**src/rtl/bus_master_if.sv**
```systemverilog
`default_nettype none
// ============================================================================
//  Module      : bus_master_if
//  Description : CPU memory-stage bus interface. Decodes the slave index from
//                the upper address bits and either serves the access through
//                a zero-wait combinational scratch-pad (SPM) path or runs a
//                request/grant/ready master handshake on the system bus.
//                Supports byte enables, flush abort while arbitrating, a bus
//                timeout that completes the access with an error, and a hold
//                buffer that keeps read data / error visible while the
//                pipeline is stalled.
//  Ports       : clk_i, rst_i          - clock, synchronous active-high reset
//                pip_*                 - pipeline stall/flush in, busy out
//                cpu_*                 - CPU access request and response
//                spm_*                 - scratch-pad slave (combinational)
//                bus_*                 - system bus master (registered outputs)
//  Revision    : 1.0 - initial release
// ============================================================================
module bus_master_if #(
    parameter int BUS_ADD_WIDTH  = 30,
    parameter int BUS_DAT_WIDTH  = 32,
    parameter int BUS_SLAV_WIDTH = 3,
    parameter int SPM_SLAVE_ID   = 1,
    parameter int TIMEOUT_CYC    = 255
) (
    input  logic                       clk_i,
    input  logic                       rst_i,
    input  logic                       pip_stall_i,
    input  logic                       pip_flush_i,
    output logic                       pip_busy_o,
    input  logic [BUS_ADD_WIDTH-1:0]   cpu_addr_i,
    input  logic                       cpu_acs_i,
    input  logic                       cpu_rw_i,
    input  logic [BUS_DAT_WIDTH/8-1:0] cpu_be_i,
    input  logic [BUS_DAT_WIDTH-1:0]   cpu_wr_data_i,
    output logic [BUS_DAT_WIDTH-1:0]   cpu_rd_data_o,
    output logic                       cpu_err_o,
    input  logic [BUS_DAT_WIDTH-1:0]   spm_rd_data_i,
    output logic [BUS_ADD_WIDTH-1:0]   spm_addr_o,
    output logic                       spm_as_o,
    output logic                       spm_rw_o,
    output logic [BUS_DAT_WIDTH/8-1:0] spm_be_o,
    output logic [BUS_DAT_WIDTH-1:0]   spm_wr_data_o,
    input  logic [BUS_DAT_WIDTH-1:0]   bus_rd_data_i,
    input  logic                       bus_rdy_i,
    input  logic                       bus_grnt_i,
    output logic                       bus_req_o,
    output logic [BUS_ADD_WIDTH-1:0]   bus_addr_o,
    output logic                       bus_as_o,
    output logic                       bus_rw_o,
    output logic [BUS_DAT_WIDTH/8-1:0] bus_be_o,
    output logic [BUS_DAT_WIDTH-1:0]   bus_wr_data_o
);

    localparam int BE_W    = BUS_DAT_WIDTH / 8;
    localparam int CNT_RAW = $clog2(TIMEOUT_CYC + 1);
    localparam int CNT_W   = (CNT_RAW < 1) ? 1 : CNT_RAW;

    localparam logic [1:0] c_st_idle = 2'd0;
    localparam logic [1:0] c_st_req  = 2'd1;
    localparam logic [1:0] c_st_acc  = 2'd2;
    localparam logic [1:0] c_st_hold = 2'd3;

    localparam logic [BUS_SLAV_WIDTH-1:0] c_spm_id  = BUS_SLAV_WIDTH'(SPM_SLAVE_ID);
    localparam logic [CNT_W-1:0]          c_cnt_one = CNT_W'(1);
    localparam logic [CNT_W-1:0]          c_cnt_max = '1;
    localparam logic [CNT_W-1:0]          c_to_last =
        CNT_W'((TIMEOUT_CYC > 0) ? (TIMEOUT_CYC - 1) : 0);

    logic [1:0]               r_state_q,   w_state_d;
    logic                     r_bus_req_q, w_bus_req_d;
    logic                     r_bus_as_q,  w_bus_as_d;
    logic                     r_bus_rw_q,  w_bus_rw_d;
    logic [BUS_ADD_WIDTH-1:0] r_bus_addr_q, w_bus_addr_d;
    logic [BE_W-1:0]          r_bus_be_q,   w_bus_be_d;
    logic [BUS_DAT_WIDTH-1:0] r_bus_wdat_q, w_bus_wdat_d;
    logic [BUS_DAT_WIDTH-1:0] r_rd_buf_q,   w_rd_buf_d;
    logic                     r_err_buf_q,  w_err_buf_d;
    logic                     r_hold_rd_q,  w_hold_rd_d;   // held access was a read
    logic [CNT_W-1:0]         r_cnt_q,      w_cnt_d;

    logic [BUS_SLAV_WIDTH-1:0] w_slv;
    logic                      w_valid;
    logic                      w_timeout;

    assign w_slv   = cpu_addr_i[BUS_ADD_WIDTH-1 -: BUS_SLAV_WIDTH];
    assign w_valid = cpu_acs_i & ~pip_flush_i;

    // The scratch-pad sees the CPU request unchanged; only the select is gated.
    assign spm_addr_o    = cpu_addr_i;
    assign spm_rw_o      = cpu_rw_i;
    assign spm_be_o      = cpu_be_i;
    assign spm_wr_data_o = cpu_wr_data_i;

    generate
        if (TIMEOUT_CYC > 0) begin : g_timeout_en
            assign w_timeout = (r_cnt_q == c_to_last);
        end else begin : g_timeout_dis
            assign w_timeout = 1'b0;
        end
    endgenerate

    always_comb begin
        w_state_d     = r_state_q;
        w_bus_req_d   = r_bus_req_q;
        w_bus_as_d    = r_bus_as_q;
        w_bus_rw_d    = r_bus_rw_q;
        w_bus_addr_d  = r_bus_addr_q;
        w_bus_be_d    = r_bus_be_q;
        w_bus_wdat_d  = r_bus_wdat_q;
        w_rd_buf_d    = r_rd_buf_q;
        w_err_buf_d   = r_err_buf_q;
        w_hold_rd_d   = r_hold_rd_q;
        w_cnt_d       = r_cnt_q;
        pip_busy_o    = 1'b0;
        cpu_rd_data_o = '0;
        cpu_err_o     = 1'b0;
        spm_as_o      = 1'b0;

        case (r_state_q)
            c_st_idle: begin
                if (w_valid) begin
                    if (w_slv == c_spm_id) begin
                        // A stalled pipeline must not let the SPM commit a write twice.
                        spm_as_o = ~pip_stall_i;
                        if (cpu_rw_i) begin
                            cpu_rd_data_o = spm_rd_data_i;
                        end
                    end else begin
                        pip_busy_o   = 1'b1;
                        w_bus_req_d  = 1'b1;
                        w_bus_addr_d = cpu_addr_i;
                        w_bus_rw_d   = cpu_rw_i;
                        w_bus_be_d   = cpu_be_i;
                        w_bus_wdat_d = cpu_wr_data_i;
                        w_state_d    = c_st_req;
                    end
                end
            end

            c_st_req: begin
                pip_busy_o = 1'b1;
                // Flush wins over a same-cycle grant: nothing has reached the bus yet.
                if (pip_flush_i) begin
                    w_bus_req_d  = 1'b0;
                    w_bus_as_d   = 1'b0;
                    w_bus_rw_d   = 1'b1;
                    w_bus_addr_d = '0;
                    w_bus_be_d   = '0;
                    w_bus_wdat_d = '0;
                    w_state_d    = c_st_idle;
                end else if (bus_grnt_i) begin
                    w_bus_as_d = 1'b1;
                    w_cnt_d    = '0;
                    w_state_d  = c_st_acc;
                end
            end

            c_st_acc: begin
                if (bus_rdy_i || w_timeout) begin
                    // Ready takes precedence over a timeout in the same cycle.
                    if (bus_rdy_i) begin
                        if (r_bus_rw_q) begin
                            cpu_rd_data_o = bus_rd_data_i;
                            w_rd_buf_d    = bus_rd_data_i;
                        end
                        w_err_buf_d = 1'b0;
                    end else begin
                        cpu_err_o   = 1'b1;
                        w_rd_buf_d  = '0;
                        w_err_buf_d = 1'b1;
                    end
                    w_hold_rd_d  = r_bus_rw_q;
                    w_bus_req_d  = 1'b0;
                    w_bus_as_d   = 1'b0;
                    w_bus_rw_d   = 1'b1;
                    w_bus_addr_d = '0;
                    w_bus_be_d   = '0;
                    w_bus_wdat_d = '0;
                    w_state_d    = pip_stall_i ? c_st_hold : c_st_idle;
                end else begin
                    pip_busy_o = 1'b1;
                    if (r_cnt_q != c_cnt_max) begin
                        w_cnt_d = r_cnt_q + c_cnt_one;
                    end
                end
            end

            c_st_hold: begin
                if (r_hold_rd_q) begin
                    cpu_rd_data_o = r_rd_buf_q;
                end
                cpu_err_o = r_err_buf_q;
                if (!pip_stall_i) begin
                    w_state_d = c_st_idle;
                end
            end

            default: begin
                w_state_d = c_st_idle;
            end
        endcase
    end

    always_ff @(posedge clk_i) begin
        if (rst_i) begin
            r_state_q    <= c_st_idle;
            r_bus_req_q  <= 1'b0;
            r_bus_as_q   <= 1'b0;
            r_bus_rw_q   <= 1'b1;
            r_bus_addr_q <= '0;
            r_bus_be_q   <= '0;
            r_bus_wdat_q <= '0;
            r_rd_buf_q   <= '0;
            r_err_buf_q  <= 1'b0;
            r_hold_rd_q  <= 1'b0;
            r_cnt_q      <= '0;
        end else begin
            r_state_q    <= w_state_d;
            r_bus_req_q  <= w_bus_req_d;
            r_bus_as_q   <= w_bus_as_d;
            r_bus_rw_q   <= w_bus_rw_d;
            r_bus_addr_q <= w_bus_addr_d;
            r_bus_be_q   <= w_bus_be_d;
            r_bus_wdat_q <= w_bus_wdat_d;
            r_rd_buf_q   <= w_rd_buf_d;
            r_err_buf_q  <= w_err_buf_d;
            r_hold_rd_q  <= w_hold_rd_d;
            r_cnt_q      <= w_cnt_d;
        end
    end

    assign bus_req_o     = r_bus_req_q;
    assign bus_as_o      = r_bus_as_q;
    assign bus_rw_o      = r_bus_rw_q;
    assign bus_addr_o    = r_bus_addr_q;
    assign bus_be_o      = r_bus_be_q;
    assign bus_wr_data_o = r_bus_wdat_q;

endmodule
`default_nettype wire
```
**config.mk**
```make
export PLATFORM = sky130hd
export DESIGN_NAME = bus_master_if
export DESIGN_NICKNAME = d
export VERILOG_FILES = /design/src/rtl/bus_master_if.sv
export SDC_FILE = /design/constraint.sdc
export NUM_CORES = 1
export LEC_CHECK = 0
export BUFFER_PORTS_ARGS = -buffer_cell sky130_fd_sc_hd__buf_2
export CORE_MARGIN = 8
export CORE_UTILIZATION = 49
export DETAILED_ROUTE_END_ITERATION = 6
export HOLD_SLACK_MARGIN = 0.05
export PLACE_DENSITY = 0.86
export SETUP_SLACK_MARGIN = 0.02
export SLEW_MARGIN = 20
export SYNTH_ARGS = -nofsm -noshare
export SYNTH_HDL_FRONTEND = slang
export SYNTH_SLANG_ARGS = --single-unit
```
**constraint.sdc**
```tcl
create_clock -name clk_i -period 4.9 [get_ports clk_i]
set_input_delay 0.735 -clock clk_i [delete_from_list [all_inputs] [get_ports clk_i]]
set_output_delay 0.735 -clock clk_i [all_outputs]
set_load 0.03 [all_outputs]
```
# Word-level counts from Yosys, hierarchy flattened
# Cells that the tools add are included.
# Widths: inputs -> output; s select.
dict set report totals {
  reg_bits 113
  out_inout_bits 171
  elab_cells 103
}
dict set report op_classes {
  add_sub_neg 1
  n_eq_ne 17
  n_mux 61
  bitwise 3
  n_reduce_logical 10
}
# op count
set op_table {}
lappend op_table {{$mux 32} 13}
lappend op_table {{$pmux 32 s3} 2}
lappend op_table {{$mux 30} 4}
lappend op_table {{$pmux 30 s3} 1}
lappend op_table {{$mux 8} 4}
lappend op_table {{$mux 1} 18}
lappend op_table {{$ne 2x2->1 const B} 9}
lappend op_table {{$mux 4} 4}
lappend op_table {{$pmux 8 s2} 1}
lappend op_table {{$reduce_and 5->1} 3}
lappend op_table {{$mux 2} 7}
lappend op_table {{$pmux 4 s3} 1}
lappend op_table {{$pmux 1 s3} 3}
lappend op_table {{$add 8x1->8 const B} 1}
lappend op_table {{$eq 8x8->1 const B} 1}
lappend op_table {{$ne 8x8->1 const B} 1}
lappend op_table {{$pmux 2 s4} 1}
lappend op_table {{$reduce_and 3->1} 2}
lappend op_table {{$eq 2x2->1 const B} 2}
lappend op_table {{$pmux 1 s2} 2}
lappend op_table {{$eq 3x1->1 const B} 1}
lappend op_table {{$ne 3x3->1 const B} 1}
lappend op_table {{$reduce_bool 3->1} 1}
lappend op_table {{$eq 2x1->1 const B} 1}
lappend op_table {{7 further kinds} 8}

# Depth between registers and ports, before layout
# Gate-level depths: netlist of run 1.
dict set report logic_depth {
  ltp_word 4
  mapped_depth 8
  mapped_depth_nobuf 6
}

# Worst setup path before layout of run 1
# Ideal clock, no wire load.
dict set report synth_path {
  path_type {in2out}
  start {in bus_rdy_i}
  end {out cpu_rd_data_o[12]}
  arrival_ns 2.010
  required_time_ns 4.165
  slack_ns 2.155
  cell_stages 6
  path_buffers 3
  path_cell_list {buf_2 > and3_1 > buf_2 > buf_1 > a222oi_1 > nor2_1}
}
dict set report synth_between {
  elab_chain_cells 3
  word_cells_on_any_way 4
  classes_between {3 x mux; 1 x reduce/logical}
}
# item line
set synth_rtl {}
lappend synth_rtl {{start, declared} 45} ;# input logic bus_rdy_i,
lappend synth_rtl {{$mux 32 / $logic_or 1x1->1 (equally long branches)} {162, 160}}
lappend synth_rtl {{$mux 32 *} 160} ;# if (bus_rdy_i || w_timeout) begin
lappend synth_rtl {{$pmux 32 s3 *} 120} ;# case (r_state_q)
lappend synth_rtl {{end, declared} 36} ;# output logic [BUS_DAT_WIDTH-1:0] cpu_rd_data_o,
# Every way passes the cells marked *; elsewhere a longest branch is shown, timed or not.

# Worst setup path after layout of run 1
dict set report layout_path {
  start {reg r_state_q[0]}
  end {out cpu_rd_data_o[2]}
}
dict set report layout_between {
  elab_chain_cells 2
  word_cells_on_any_way 4
  classes_between {2 x eq/ne; 1 x mux; 1 x reduce/logical}
}
# item line
set layout_rtl {}
lappend layout_rtl {{start, declared} 70} ;# logic [1:0] r_state_q, w_state_d;
lappend layout_rtl {{start signal, assigned} 207} ;# r_state_q <= c_st_idle;
lappend layout_rtl {{start signal, assigned} 219} ;# r_state_q <= w_state_d;
lappend layout_rtl {{$eq 2x2->1 / $logic_not 2->1 (equally long branches)} 120}
lappend layout_rtl {{$pmux 32 s3 *} 120}
# Marked as above.

==> results of run 1 <==
==> metal layers <==
metal / part of all wire / routed length [um] / GRT usage / vias to the layer above
met3: 0.095 / 1860 / 0.0890 / 27
met1: 0.41 / 7990 / 0.259 / 2981
met4: 0.016 / 314 / 0.0694 / 0
met2: 0.48 / 9470 / 0.394 / 316
li1: - / - / - / 3041
met5: 0 / 0 / 0 / -
==> state kept, by name (all words and copies together) (netlist names), 2 cells and up <==
register / flops
r_rd_buf_q: 32
bus_be_o: 4
bus_wr_data_o: 32
bus_addr_o: 30
r_cnt_q: 8
r_state_q: 2
==> cell families after synthesis <==
family / Yosys count
fa+ha+maj: 7
flops: 113
buf+inv: 157
simple gates: 177
compound gates: 276
==> worst max-delay path, cell delays in order (launching register included) <==
cell      delay [ns]
dfxtp_1         0.36
inv_1           0.11
ha_1            0.46
and3_2          0.87
a222oi_1        0.22
nor2_1          0.13
buf_2           0.21
==> placed cells by master, fill, tap and decap left out, types with 3 or more instances in the layout <==
cell	Yosys	routed
a31oi_1	5	5
o21ai_0	93	93
nand4_1	67	67
clkinv_2	0	6
o21ai_1	11	11
nand2b_1	4	4
buf_2	19	307
clkinvlp_4	0	3
and4_1	3	3
a21oi_1	104	104
a211oi_1	4	4
nand3_1	6	6
dfxtp_1	113	113
buf_4	71	10
ha_1	7	7
nand2_1	40	40
clkbuf_16	0	17
nor3_1	5	5
nor2_1	37	37
inv_1	14	14
o211ai_1	4	4
a222oi_1	32	32
==> worst max path at each step <==
stage / end / slack, ns
after floorplan: cpu_rd_data_o[12] / 2.16
after global placement: cpu_rd_data_o[10] / 1.80
after detailed placement: cpu_rd_data_o[2] / 1.75
after CTS: cpu_rd_data_o[2] / 1.41
after global routing: cpu_rd_data_o[22] / 1.15
final: cpu_rd_data_o[2] / 1.39
==> area by class of cell <==
class | count | area, um2 | area share
Sequential cell | 113 | 2260 | 0.305
Tap cell | 147 | 184 | 0.0248
Clock buffer | 21 | 460 | 0.0620
Multi-Input combinational cell | 460 | 2740 | 0.369
Clock inverter | 11 | 113 | 0.0152
Timing Repair Buffer | 317 | 1610 | 0.217
Inverter | 15 | 56.3 | 0.00758
==> metrics by stage <==
stage	hold WS (ns)	power (mW)	cells	setup WS, ns	util
after global routing	0.485	2.99	1084	1.15	0.623
after floorplan	0.449	1.52	730	2.16	-
after global placement	0.454	1.70	1052	1.80	0.575
after CTS	0.469	2.89	1084	1.41	0.623
final	0.467	2.87	1084	1.39	0.623
after detailed placement	0.462	1.70	1052	1.75	0.575
==> power by group <==
| part | total, mW | internal [mW] | switching [mW] |
|---|---|---|---|
| logic | 0.672 | 0.194 | 0.478 |
| registers | 1.02 | 0.986 | 0.0306 |
| clock network | 1.18 | 0.768 | 0.416 |
==> results.cfg, run 1 <==
[setup_path]
crit_path_max_fanout = 53
required_ns = 4.16
cp.arrival_ns = 2.77
r2r.worst_path.cells = 8
crit_type = reg -> out
reg2reg_from = r_state_q[1]
rrSetupSlack_ns = 1.97
crit_start = r_state_q[0]
endpoint_kind = primary output
r2r_end = bus_be_o[1]
crit_path_start_kind = flop

[logic_synthesis]
synthTopCellsByCount = dfxtp_1, a21oi_1, o21ai_0, buf_4, nand4_1
synthMuxAreaShare = 0
netlist_instances = 730
synth_top_area_share = 0.383
synth_top_family_by_area = compound AO/OA/AOI/OAI gates
seq_area_frac_synth = 0.383
synth_flop_cell = dfxtp_1
yosys_warnings = 0
synth_cell_types = 57
syn_area_per_cell_um2 = 8.10
synth_top_cell_by_area = dfxtp_1
yosys.area_share.simple = 0.159
synth-xor-area-share = 0
postSynth.asyncResetShare = 0
synth_compound_area_frac = 0.285
syn_area_mm2 = 0.00591
synth_top_cells_by_area = dfxtp_1, buf_4, a21oi_1, o21ai_0, nand4_1
ys_seq_elements = 113
synth_edf_count = 0
synth_fp_nets = 875
yosysMostFrequentCell = dfxtp_1
yosys.area_share.adder = 0.0148

[timing]
tns_ns = 0
max_slew.worst_pin.slew_ns = 1.13
max_freq_mhz = 285
period_share = 0.716
rsz0062_at_grt = false
period_minus_slack_ns = 3.51
drv_slew = 0
clock_skew_ns = 0.00495
relSlewSlack = 0.244
finalHoldViolCount = 0
setup-violations-final = 0

[floorplan]
die_h_um = 126
die_width_um = 126
core_mm2 = 0.0119
ioPinCount = 309
die-area_mm2 = 0.0158
rows = 40
start_util = 0.496

[layout]
final_cell_area_mm2 = 0.00742
final_nets = 1069
drive_gt1_frac = 0.384
fillers = 1082
diodes = 0
areaGrowthSynthToFinish_pct = 25.6

[drt]
wirelength_mm = 19.6
drtIter0Drc = 429
detail-route-antenna-nets = 0
avgViaCountPerCell = 5.87
wl_per_cell_um = 18.1
drc_errors = 14
dr.pass1.iters = 7
dr_total_vias = 6365

[clocking]
clk_latency_ns = 0.40
cts_hold_buf = 0
clock_path_buffers = 2
cts.sinks = 113
clk_pin_slew_ns = 0.05
cts_tree = yes
cts_root_buffer = clkbuf_16
numCtsBuffers = 17
postCtsSetupRepairBufs = 0
cts-resized-gates = 0
ctsHtreeMaxLevel = 4

[placement]
dpl_cell_area_mm2 = 0.00685
io_buffer_count = 308
dp_hpwl_mm = 14.0
place_congestion = 0.897

[global_routing]
grt_pass1_vias = 6006
gr-total-overflow = 0
grt_max_degree = 74
grtUsageTotal = 0.230
antenna_found_initial = 0
grt_first_pass_wirelength_mm = 30.5

[power_and_ir_drop]
leakage_nw = 3.27
vdd_drop_max_mv = 0.182
power_density_mw_per_mm2 = 387

[worst_hold_path]
hold_path.class = reg -> reg
whs_endpoint = bus_addr_o[17]
hold_start = bus_addr_o[17]
hold_depth = 2

[run]
maxCapViolations = 0

[outcome]
violations = design-rule violations
status = finished, violations left
(Power assumes the default switching activity.)
==> run 2: changes to the inputs <==
--- a/config.mk
+++ b/config.mk
@@ -7,10 +7,10 @@
 export LEC_CHECK = 0
 export BUFFER_PORTS_ARGS = -buffer_cell sky130_fd_sc_hd__buf_2
 export CORE_MARGIN = 8
-export CORE_UTILIZATION = 49
+export CORE_UTILIZATION = 41
 export DETAILED_ROUTE_END_ITERATION = 6
 export HOLD_SLACK_MARGIN = 0.05
-export PLACE_DENSITY = 0.86
+export PLACE_DENSITY = 0.77
 export SETUP_SLACK_MARGIN = 0.02
 export SLEW_MARGIN = 20
 export SYNTH_ARGS = -nofsm -noshare
==> constraint.sdc (replaced) <==
create_clock -name clk_i -period 3.2 [get_ports clk_i]
set_input_delay 0.48 -clock clk_i [delete_from_list [all_inputs] [get_ports clk_i]]
set_output_delay 0.48 -clock clk_i [all_outputs]
set_load 0.03 [all_outputs]
==> run 2 against run 1 <==
Against the previous run:
- the run now ends clean
- combinational power is 58% higher
- clock-buffer cell count is 1 higher
- total power is 63% higher
- non-clock buffer count is 6 higher
- die area is 17% higher
- flip-flop and latch count stayed put
- via count is 0.49% lower
- cell count is 4.2% higher
- global-route usage is 2.5 points lower
- worst setup slack worse by 1.2 ns
- core utilization is 9.0 points lower
- highest routed layer unchanged
==> results.cfg, run 2 (synthesis gave the netlist of run 1 again) <==
[outcome]
status = finished clean

[drt]
drtIter0Drc = 467
dr_total_vias = 6334
drc_errors = 0
detail-route-antenna-nets = 0
dr.pass1.iters = 7
wirelength_mm = 20.3
wl_per_cell_um = 18.0
avgViaCountPerCell = 5.61

[layout]
areaGrowthSynthToFinish_pct = 29.0
fillers = 1399
drive_gt1_frac = 0.388
final_common_cell = buf_2
final_cell_area_mm2 = 0.00763
seqCellArea_mm2 = 0.00226
fin_util = 0.533
final_cell_mix = buf_2, dfxtp_1, a21oi_1
multi_input_area_mm2 = 0.00274
final_nets = 1075

[timing]
period_minus_slack_ns = 2.97
drv_slew = 0
rsz0062_at_grt = false
clock_skew_ns = 0.00722
setup-violations-final = 0
finalHoldViolCount = 0
max_slew.worst_pin.slew_ns = 1.14
tns_ns = 0
max_freq_mhz = 336
period_share = 0.929
relSlewSlack = 0.243

[setup_path]
cp.arrival_ns = 2.49
crit_type = reg -> out
crit_path_start_kind = flop
crit_path_max_fanout = 32
required_ns = 2.72
endpoint_kind = primary output

[floorplan]
rows = 44
die_width_um = 136
die-area_mm2 = 0.0185
core_mm2 = 0.0143
start_util = 0.413
ioPinCount = 309
die_h_um = 136

[placement]
dpl_cell_area_mm2 = 0.00697
dp_hpwl_mm = 14.6
io_buffer_count = 308
place_congestion = 0.814

[clocking]
numCtsBuffers = 17
cts_root_buffer = clkbuf_16
cts.sinks = 113
ctsHtreeMaxLevel = 4
cts_hold_buf = 0
cts_tree = yes
clock_path_buffers = 2
clk_pin_slew_ns = 0.05
clk_latency_ns = 0.41

[global_routing]
grt_first_pass_wirelength_mm = 30.9
gr-total-overflow = 0
antenna_found_initial = 2
grtUsageTotal = 0.205
grt_max_degree = 74
grt_pass1_vias = 6017

[power_and_ir_drop]
leakage_nw = 3.35
total_power_mw = 4.69
power_density_mw_per_mm2 = 615
vdd_drop_max_mv = 0.419

[worst_hold_path]
hold_path.class = in -> reg

[run]
maxCapViolations = 0
==> run 2: worst paths after layout <==
kind	startpoint	to	slack (ns)	cells past startpoint
setup reg to reg	r_state_q[0]	bus_addr_o[23]	0.81	7
hold reg to reg	bus_addr_o[8]	bus_addr_o[8]	0.47	2
setup / recovery	r_state_q[0]	cpu_rd_data_o[3]	0.23	5
hold / removal	bus_rd_data_i[10]	r_rd_buf_q[10]	0.32	3
==> run 2: final cells by class <==
type | count | share of cell area
timing repair buffer | 323 | 0.220
sequential | 113 | 0.297
multi-input combinational | 460 | 0.359
tap | 184 | 0.0302
clock buffer | 22 | 0.0622
clock inverter | 10 | 0.0236
antenna | 2 | 0.000656
inverter | 15 | 0.00738
==> run 2: through the flow <==
step | cells | setup slack [ns] | hold WS [ns]
2_1_floorplan | 730 | 0.965 | 0.449
3_3_place_gp | 1095 | 0.515 | 0.454
3_5_place_dp | 1095 | 0.511 | 0.461
4_1_cts | 1127 | 0.175 | 0.298
5_1_grt | 1129 | 0.0426 | 0.314
6_report | 1129 | 0.227 | 0.324
==> run 2: power by group <==
| group | switching [mW] | total, mW | internal (mW) |
|---|---|---|---|
| combinational | 0.742 | 1.06 | 0.317 |
| sequential | 0.0458 | 1.56 | 1.51 |
| clock | 0.642 | 2.08 | 1.44 |
| total | 1.43 | 4.69 | 3.26 |
==> run 2: what timing repair did <==
action / in CTS / in global routing
gates resized for setup: 0 / 1
setup endpoints to repair: 0 / 4
buffers inserted: 0 / 0
==> run 2: layer usage <==
| metal | share of wire | global-route usage | up-vias |
|---|---|---|---|
| met5 | 0 | 0 | - |
| met4 | 0.014 | 0.0787 | 0 |
| met3 | 0.10 | 0.0765 | 21 |
| met2 | 0.48 | 0.330 | 269 |
| met1 | 0.41 | 0.244 | 2992 |
| li1 | - | - | 3052 |
==> run 2: critical path, stage by stage (launching register included) <==
cell	delay [ns]
dfxtp_1	0.41
ha_1	0.24
and2_1	0.90
a222oi_1	0.19
nor2_1	0.13
buf_2	0.21
